[src/rtl/debounce_pkg.sv]
// Shared definitions for the input debouncer: FSM state encodings and
// the counter-width helper.
package debounce_pkg;

    typedef enum logic [1:0] {
        ST_LOW       = 2'b00,
        ST_WAIT_HIGH = 2'b01,
        ST_HIGH      = 2'b10,
        ST_WAIT_LOW  = 2'b11
    } state_t;

    // A one-bit counter is still needed when the threshold is tiny.
    function automatic int cnt_width(input int cycles);
        return (cycles > 2) ? $clog2(cycles) : 1;
    endfunction

endpackage

[src/rtl/bit_synchronizer.sv]
// Multi-flop synchronizer for a single asynchronous bit; clears to 0 on reset.
module bit_synchronizer #(
    parameter int STAGES = 2
) (
    input  logic clk,
    input  logic rst,
    input  logic d,
    output logic q
);

    logic [STAGES-1:0] sync_reg;

    always_ff @(posedge clk or posedge rst) begin
        if (rst) begin
            sync_reg <= '0;
        end else begin
            sync_reg <= {sync_reg[STAGES-2:0], d};
        end
    end

    assign q = sync_reg[STAGES-1];

endmodule

[src/rtl/x_input_debouncer.sv]
// Debounces a raw pin into the clean serial bit x_out and produces one-cycle
// rise/fall strobes aligned with the x_out change.
module x_input_debouncer
    import debounce_pkg::*;
#(
    parameter int SYNC_STAGES     = 2,
    parameter int DEBOUNCE_CYCLES = 1000
) (
    input  logic clk,
    input  logic rst,
    input  logic raw_in,
    output logic x_out,
    output logic rise_pulse,
    output logic fall_pulse
);

    localparam int CNT_W = cnt_width(DEBOUNCE_CYCLES);
    localparam logic [CNT_W-1:0] CNT_LIMIT = CNT_W'(DEBOUNCE_CYCLES - 2);

    logic             sync;
    state_t           state_reg, state_next;
    logic [CNT_W-1:0] cnt_reg, cnt_next;
    logic             x_next;
    logic             x_out_reg, rise_reg, fall_reg;

    bit_synchronizer #(
        .STAGES (SYNC_STAGES)
    ) u_sync (
        .clk (clk),
        .rst (rst),
        .d   (raw_in),
        .q   (sync)
    );

    always_ff @(posedge clk or posedge rst) begin
        if (rst) begin
            state_reg <= ST_LOW;
            cnt_reg   <= '0;
        end else begin
            state_reg <= state_next;
            cnt_reg   <= cnt_next;
        end
    end

    always_comb begin
        state_next = state_reg;
        cnt_next   = '0;
        unique case (state_reg)
            ST_LOW: begin
                if (sync) state_next = ST_WAIT_HIGH;
            end
            ST_WAIT_HIGH: begin
                if (!sync) begin
                    state_next = ST_LOW;
                end else if (cnt_reg == CNT_LIMIT) begin
                    state_next = ST_HIGH;
                end else begin
                    cnt_next = cnt_reg + CNT_W'(1);
                end
            end
            ST_HIGH: begin
                if (!sync) state_next = ST_WAIT_LOW;
            end
            ST_WAIT_LOW: begin
                if (sync) begin
                    state_next = ST_HIGH;
                end else if (cnt_reg == CNT_LIMIT) begin
                    state_next = ST_LOW;
                end else begin
                    cnt_next = cnt_reg + CNT_W'(1);
                end
            end
            default: state_next = ST_LOW;
        endcase
    end

    // x_out is held in its own flop one cycle behind the state decode, so
    // the strobes can be formed from the decode and the current x_out.
    assign x_next = (state_reg == ST_HIGH) || (state_reg == ST_WAIT_LOW);

    always_ff @(posedge clk or posedge rst) begin
        if (rst) begin
            x_out_reg <= 1'b0;
            rise_reg  <= 1'b0;
            fall_reg  <= 1'b0;
        end else begin
            x_out_reg <= x_next;
            rise_reg  <= x_next & ~x_out_reg;
            fall_reg  <= ~x_next & x_out_reg;
        end
    end

    assign x_out      = x_out_reg;
    assign rise_pulse = rise_reg;
    assign fall_pulse = fall_reg;

endmodule

[config.mk]
export PLATFORM = sky130hd
export DESIGN_NAME = x_input_debouncer
export DESIGN_NICKNAME = d
export VERILOG_FILES = /design/src/rtl/debounce_pkg.sv /design/src/rtl/bit_synchronizer.sv /design/src/rtl/x_input_debouncer.sv
export SDC_FILE = /design/constraint.sdc
export NUM_CORES = 1
export LEC_CHECK = 0
export CORE_UTILIZATION = 35
export CTS_CLUSTER_DIAMETER = 200
export DETAILED_ROUTE_END_ITERATION = 10
export GPL_TIMING_DRIVEN = 1
export PLACE_DENSITY_LB_ADDON = 0.12
export SKIP_LAST_GASP = 1
export SLEW_MARGIN = 40
export SYNTH_ARGS = -nofsm -noshare
export SYNTH_HDL_FRONTEND = slang
export SYNTH_SLANG_ARGS = --single-unit
export TNS_END_PERCENT = 10
[constraint.sdc]
create_clock -name clk -period 1.45 [get_ports clk]
set_input_delay 0.2175 -clock clk [delete_from_list [all_inputs] [get_ports clk]]
set_output_delay 0.2175 -clock clk [all_outputs]
set_load 0.05 [all_outputs]
## Word level (Yosys, flattened, before mapping)

Index checks and enable logic that the tools add are counted.

- ROM bits: 0
- Logic and storage cells: 33
- RAM bits: 0
- Memories kept: 0
- Register bits after elaboration: 17
- Latch bits: 0
- Input port bits: 3
- Output and inout port bits: 3

- Equality and inequality tests: 8
- $mul: 0
- Bitwise operators: 4
- Shifts and indexed selects: 0
- Reduce and logical (&&, ||, !) cells: 3
- Muxes and demuxes: 11
- Add/subtract/negate cells: 1
- Magnitude comparators: 0
- Divide/modulo/power cells: 0

Operators by type and width:

| kind | count |
|---|---|
| two-way mux 10 bit | 3 |
| case mux 10 bit (2 select lines) | 1 |
| two-way mux 2 bit | 6 |
| adder 10 x 1 -> 10 bit, second input constant | 1 |
| equality test 10 bit, second input constant | 1 |
| case mux 2 bit (4 select lines) | 1 |
| equality test 2 bit, second input constant | 2 |
| AND reduction 4 bit | 1 |
| != test 3 x 2 -> 1 bit, second input constant | 1 |
| != test 3 bit, second input constant | 1 |
| AND 1 bit | 2 |
| equality test 2 x 1 -> 1 bit, second input constant | 1 |
| zero test 2 bit | 1 |
| != test 2 x 1 -> 1 bit, second input constant | 1 |
| != test 2 bit, second input constant | 1 |
| NOT 1 bit | 2 |
| logical OR 1 bit | 1 |

## Depth between registers and ports, before layout

Gate-level depths: netlist (run 1).

- Word-level depth: 4
- Mapped depth: 6
- Gate-level depth less buffers: 6

## Cells and area by module

From an unflattened synthesis (run 1), not the netlist that was laid out.

- Cells, all modules: 71
- Area total of the unflattened synthesis: 780.7 um2

By module, submodules not included:

| module | sequential area each (um2) | area each (um2) | cells an instance | instances |
|---|---|---|---|---|
| x_input_debouncer | 375.4 | 726.9 | 68 | 1 |
| bit_synchronizer | 50.0 | 53.8 | 3 | 1 |

## Least setup slack after synthesis (run 1)

Ideal clock, no wire load.

- Path type: reg2reg
- Start point: reg cnt_reg[0]
- End point: reg with a tool-made name
- Path slack: 0.095 ns
- Arrival: 1.229 ns
- Path buffers: 0
- Cell stages (with the launch flop): 7
- Period minus slack after synthesis: 1.355 ns
- Cell sequence: dfrtp_1 > inv_1 > ha_1 > nand4b_1 > nor2_2 > nand3_2 > mux2_4

RTL lines:

| element | RTL line | source |
|---|---|---|
| start: declaration | x_input_debouncer.sv:22 | `logic [CNT_W-1:0] cnt_reg, cnt_next;` |
| start signal: assignment | x_input_debouncer.sv:41 | `cnt_reg <= cnt_next;` |

==> results of run 1 <==
## timing repair
action / 4_1_cts / 5_1_grt
endpoints found under the setup margin: 0 / 10
hold buffers: 0 / 0
resized for setup: 0 / 1
buffers inserted: 0 / 0
## cell usage in the layout, fill, tap and decap left out, drive strengths merged, types with 2 or more instances in the layout
cell and count:
xor2 3, ha 2, xnor2 4, dfrtp 17
nand3 5, clkbuf 4, a21oi 2, nor2b 2
clkdlybuf4s50 2, inv 3, nor2 11, nand2 4
buf 5
## synth_stat cells
library cell / instances
mux2_4: 1
nand3_1: 4
o211ai_1: 1
clkbuf_1: 1
and3_1: 1
dfrtp_1: 17
xor2_1: 3
ha_1: 2
nand2_1: 4
nor3b_1: 1
nor2_1: 9
o221a_2: 1
a21oi_1: 2
inv_1: 3
and4_2: 1
nor2_2: 2
xnor2_1: 4
nand3_2: 1
nand4b_1: 1
nor2b_1: 2
nor3_1: 1
and2_2: 1
a21o_2: 1
## final timing paths
check                                    from            endpoint  slack (ns)
max                                cnt_reg[0]                flop        0.02
min                                       rst        state_reg[0]        0.23
max reg2reg                        cnt_reg[0]                flop        0.02
min reg2reg                u_sync.sync_reg[0]  u_sync.sync_reg[1]        0.35
max in group asynchronous                 rst          cnt_reg[2]        1.03
min in group clk           u_sync.sync_reg[0]  u_sync.sync_reg[1]        0.35
## power by group
group | leakage, nW | switching (mW) | total [mW] | internal, mW
logic | 0.145 | 0.0171 | 0.0292 | 0.0120
clock network | 0.0150 | 0.132 | 0.239 | 0.107
registers | 0.230 | 0.00512 | 0.486 | 0.480
total | 0.389 | 0.154 | 0.753 | 0.599
## final cells by class
type	count	area (µm²)
fillers	210	1100
flip-flops and latches	17	425
multi-input cells	43	293
repair buffers	7	70.1
well taps	27	33.8
clock buffers	4	26.3
inverters	3	11.3
## metrics by stage
step | TNS (ns) | cell area (µm²) | power (mW) | setup WS, ns
after floorplan | 0 | 728 | 0.512 | 0.0954
after global placement | 0 | 828 | 0.526 | 0.0457
after detailed placement | 0 | 828 | 0.526 | 0.0158
after CTS | 0 | 855 | 0.778 | 0.000613
after global routing | -0.0893 | 860 | 0.803 | -0.0528
final | 0 | 860 | 0.753 | 0.0155
## kinds of logic (layout without fill, tap and decap cells)
group / count (synthesis) / in the layout / synth area share [%]
compound gates: 5 / 5 / 5.16
xor+xnor: 7 / 7 / 8.42
buf+inv: 4 / 14 / 2.06
flops: 17 / 17 / 58.4
mux: 1 / 1 / 2.06
simple gates: 28 / 28 / 20.4
fa+ha+maj: 2 / 2 / 3.44
## worst min-delay path: stages
cell and delay [ns]:
clkdlybuf4s50_1 0.39, inv_1 0.05, buf_4 0.23
## metal layers
metal / vias up / global-route usage [%] / wire length (µm) / share of wire (%)
met4: 0 / 6.67 / 9 / 0.84
met2: 6 / 18.9 / 480 / 45
met5: - / 0 / 0 / 0
met3: 2 / 2.26 / 32 / 3.0
met1: 214 / 16.9 / 543 / 51
li1: 234 / - / - / -
==> impl_metrics.env, run 1 <==
export IMPL_start_kind="flop"
export IMPL_skew_ns=0.00250
export IMPL_cts_buffers_inserted=3
export IMPL_hold_viol=0
export IMPL_avgSynthCellArea_um2=11.4
export IMPL_largest_reg_flops=10
export IMPL_cts_tree="built"
export IMPL_ys_ff_latch=17
export IMPL_crit_family="flip-flops"
export IMPL_antenna_found_initial=0
export IMPL_grt_pass1_vias=461
export IMPL_drc=0
export IMPL_cts_max_level=1
export IMPL_rows=16
export IMPL_ir_drop_mv=0.395
export IMPL_globalRouteOverflowTotal=0
export IMPL_slew_viol_final=0
export IMPL_num_vias=456
export IMPL_grt_max_degree=18
export IMPL_slowest_delay_ns=0.43
export IMPL_crit_required_ns=1.62
export IMPL_ys_types=23
export IMPL_portBuffers=5
export IMPL_drtIter0Drc=5
export IMPL_max_slew_margin_pct=85.6
export IMPL_grt_use_total_pct=12.5
export IMPL_outcome="finished clean"
export IMPL_grt_pass1_wl_um=1930
export IMPL_powerDensity_nw_per_um2=877
export IMPL_setup_violations=0
export IMPL_avgViaCountPerCell=4.51
export IMPL_drive_gt1_share_pct=21.6
export IMPL_ys_seq_area_share_pct=58.4
export IMPL_dpl_cell_count=97
export IMPL_period_share_pct=98.9
export IMPL_place_hpwl_um=775
export IMPL_wl_per_cell_um=10.6
export IMPL_n_antenna_cell=0
export IMPL_grt_setup_unrepaired="yes"
export IMPL_crit_fanout=5
export IMPL_slowest_stage="dfrtp_1"
export IMPL_path_class="flop to flop"
export IMPL_power_leakage_nw=0.389
export IMPL_hold_path_class="input pin to asynchronous set/reset pin"
export IMPL_synthTopCellsByArea="dfrtp_1, xnor2_1, nor2_1"
export IMPL_syn_nets=69
export IMPL_die_w_um=47.6
export IMPL_fin_nets=80
export IMPL_die_area_um2=2270
export IMPL_antenna_left=0
export IMPL_fin_util_pct=43.8
export IMPL_synth_top_area_share_pct=58.4
export IMPL_clk_latency_ns=0.28
export IMPL_crit_buf_inv=1
export IMPL_worstPathArrival_ns=1.61
export IMPL_yosysWarnings=0
export IMPL_synth_cells=64
export IMPL_area_delta_synth_final_pct=18.0
export IMPL_cp_cell_sequence="inv_1, ha_1, nand4b_1, nor2_4, nand3_2, mux2_4"
export IMPL_root_buffer="clkbuf_4"
export IMPL_gp_congestion=0.676
export IMPL_worstMarginPinSlew_ns=0.216
export IMPL_drtPass1Iterations=4
export IMPL_wl_um=1070
export IMPL_instances_no_fill=101
export IMPL_design_core_area_um2=1960
export IMPL_whs_ns=0.231
export IMPL_clkSinkCount=17
export IMPL_dieHeight_um=47.6
export IMPL_fmax_mhz=697
export IMPL_crit_cells=6
export IMPL_start_util_pct=37.1
export IMPL_r2r_cells=6
export IMPL_path_clk_slew_ns=0.09
export IMPL_boundaryPins=6
export IMPL_end_kind="flop"
export IMPL_period_needed_ns=1.43
export IMPL_syn_area_um2=728
export IMPL_clockBufferDepth=2
export IMPL_synth_top_cell_by_area="dfrtp_1"
export IMPL_cap_violations=0
Note: power is estimated with default switching activity, not from simulation.
==> inputs of run 2 (changes only) <==
SLEW_MARGIN = 30   (was 40)
==> results of run 2 <==
No change in the layout: final DEF, timing and power equal those of run 1.
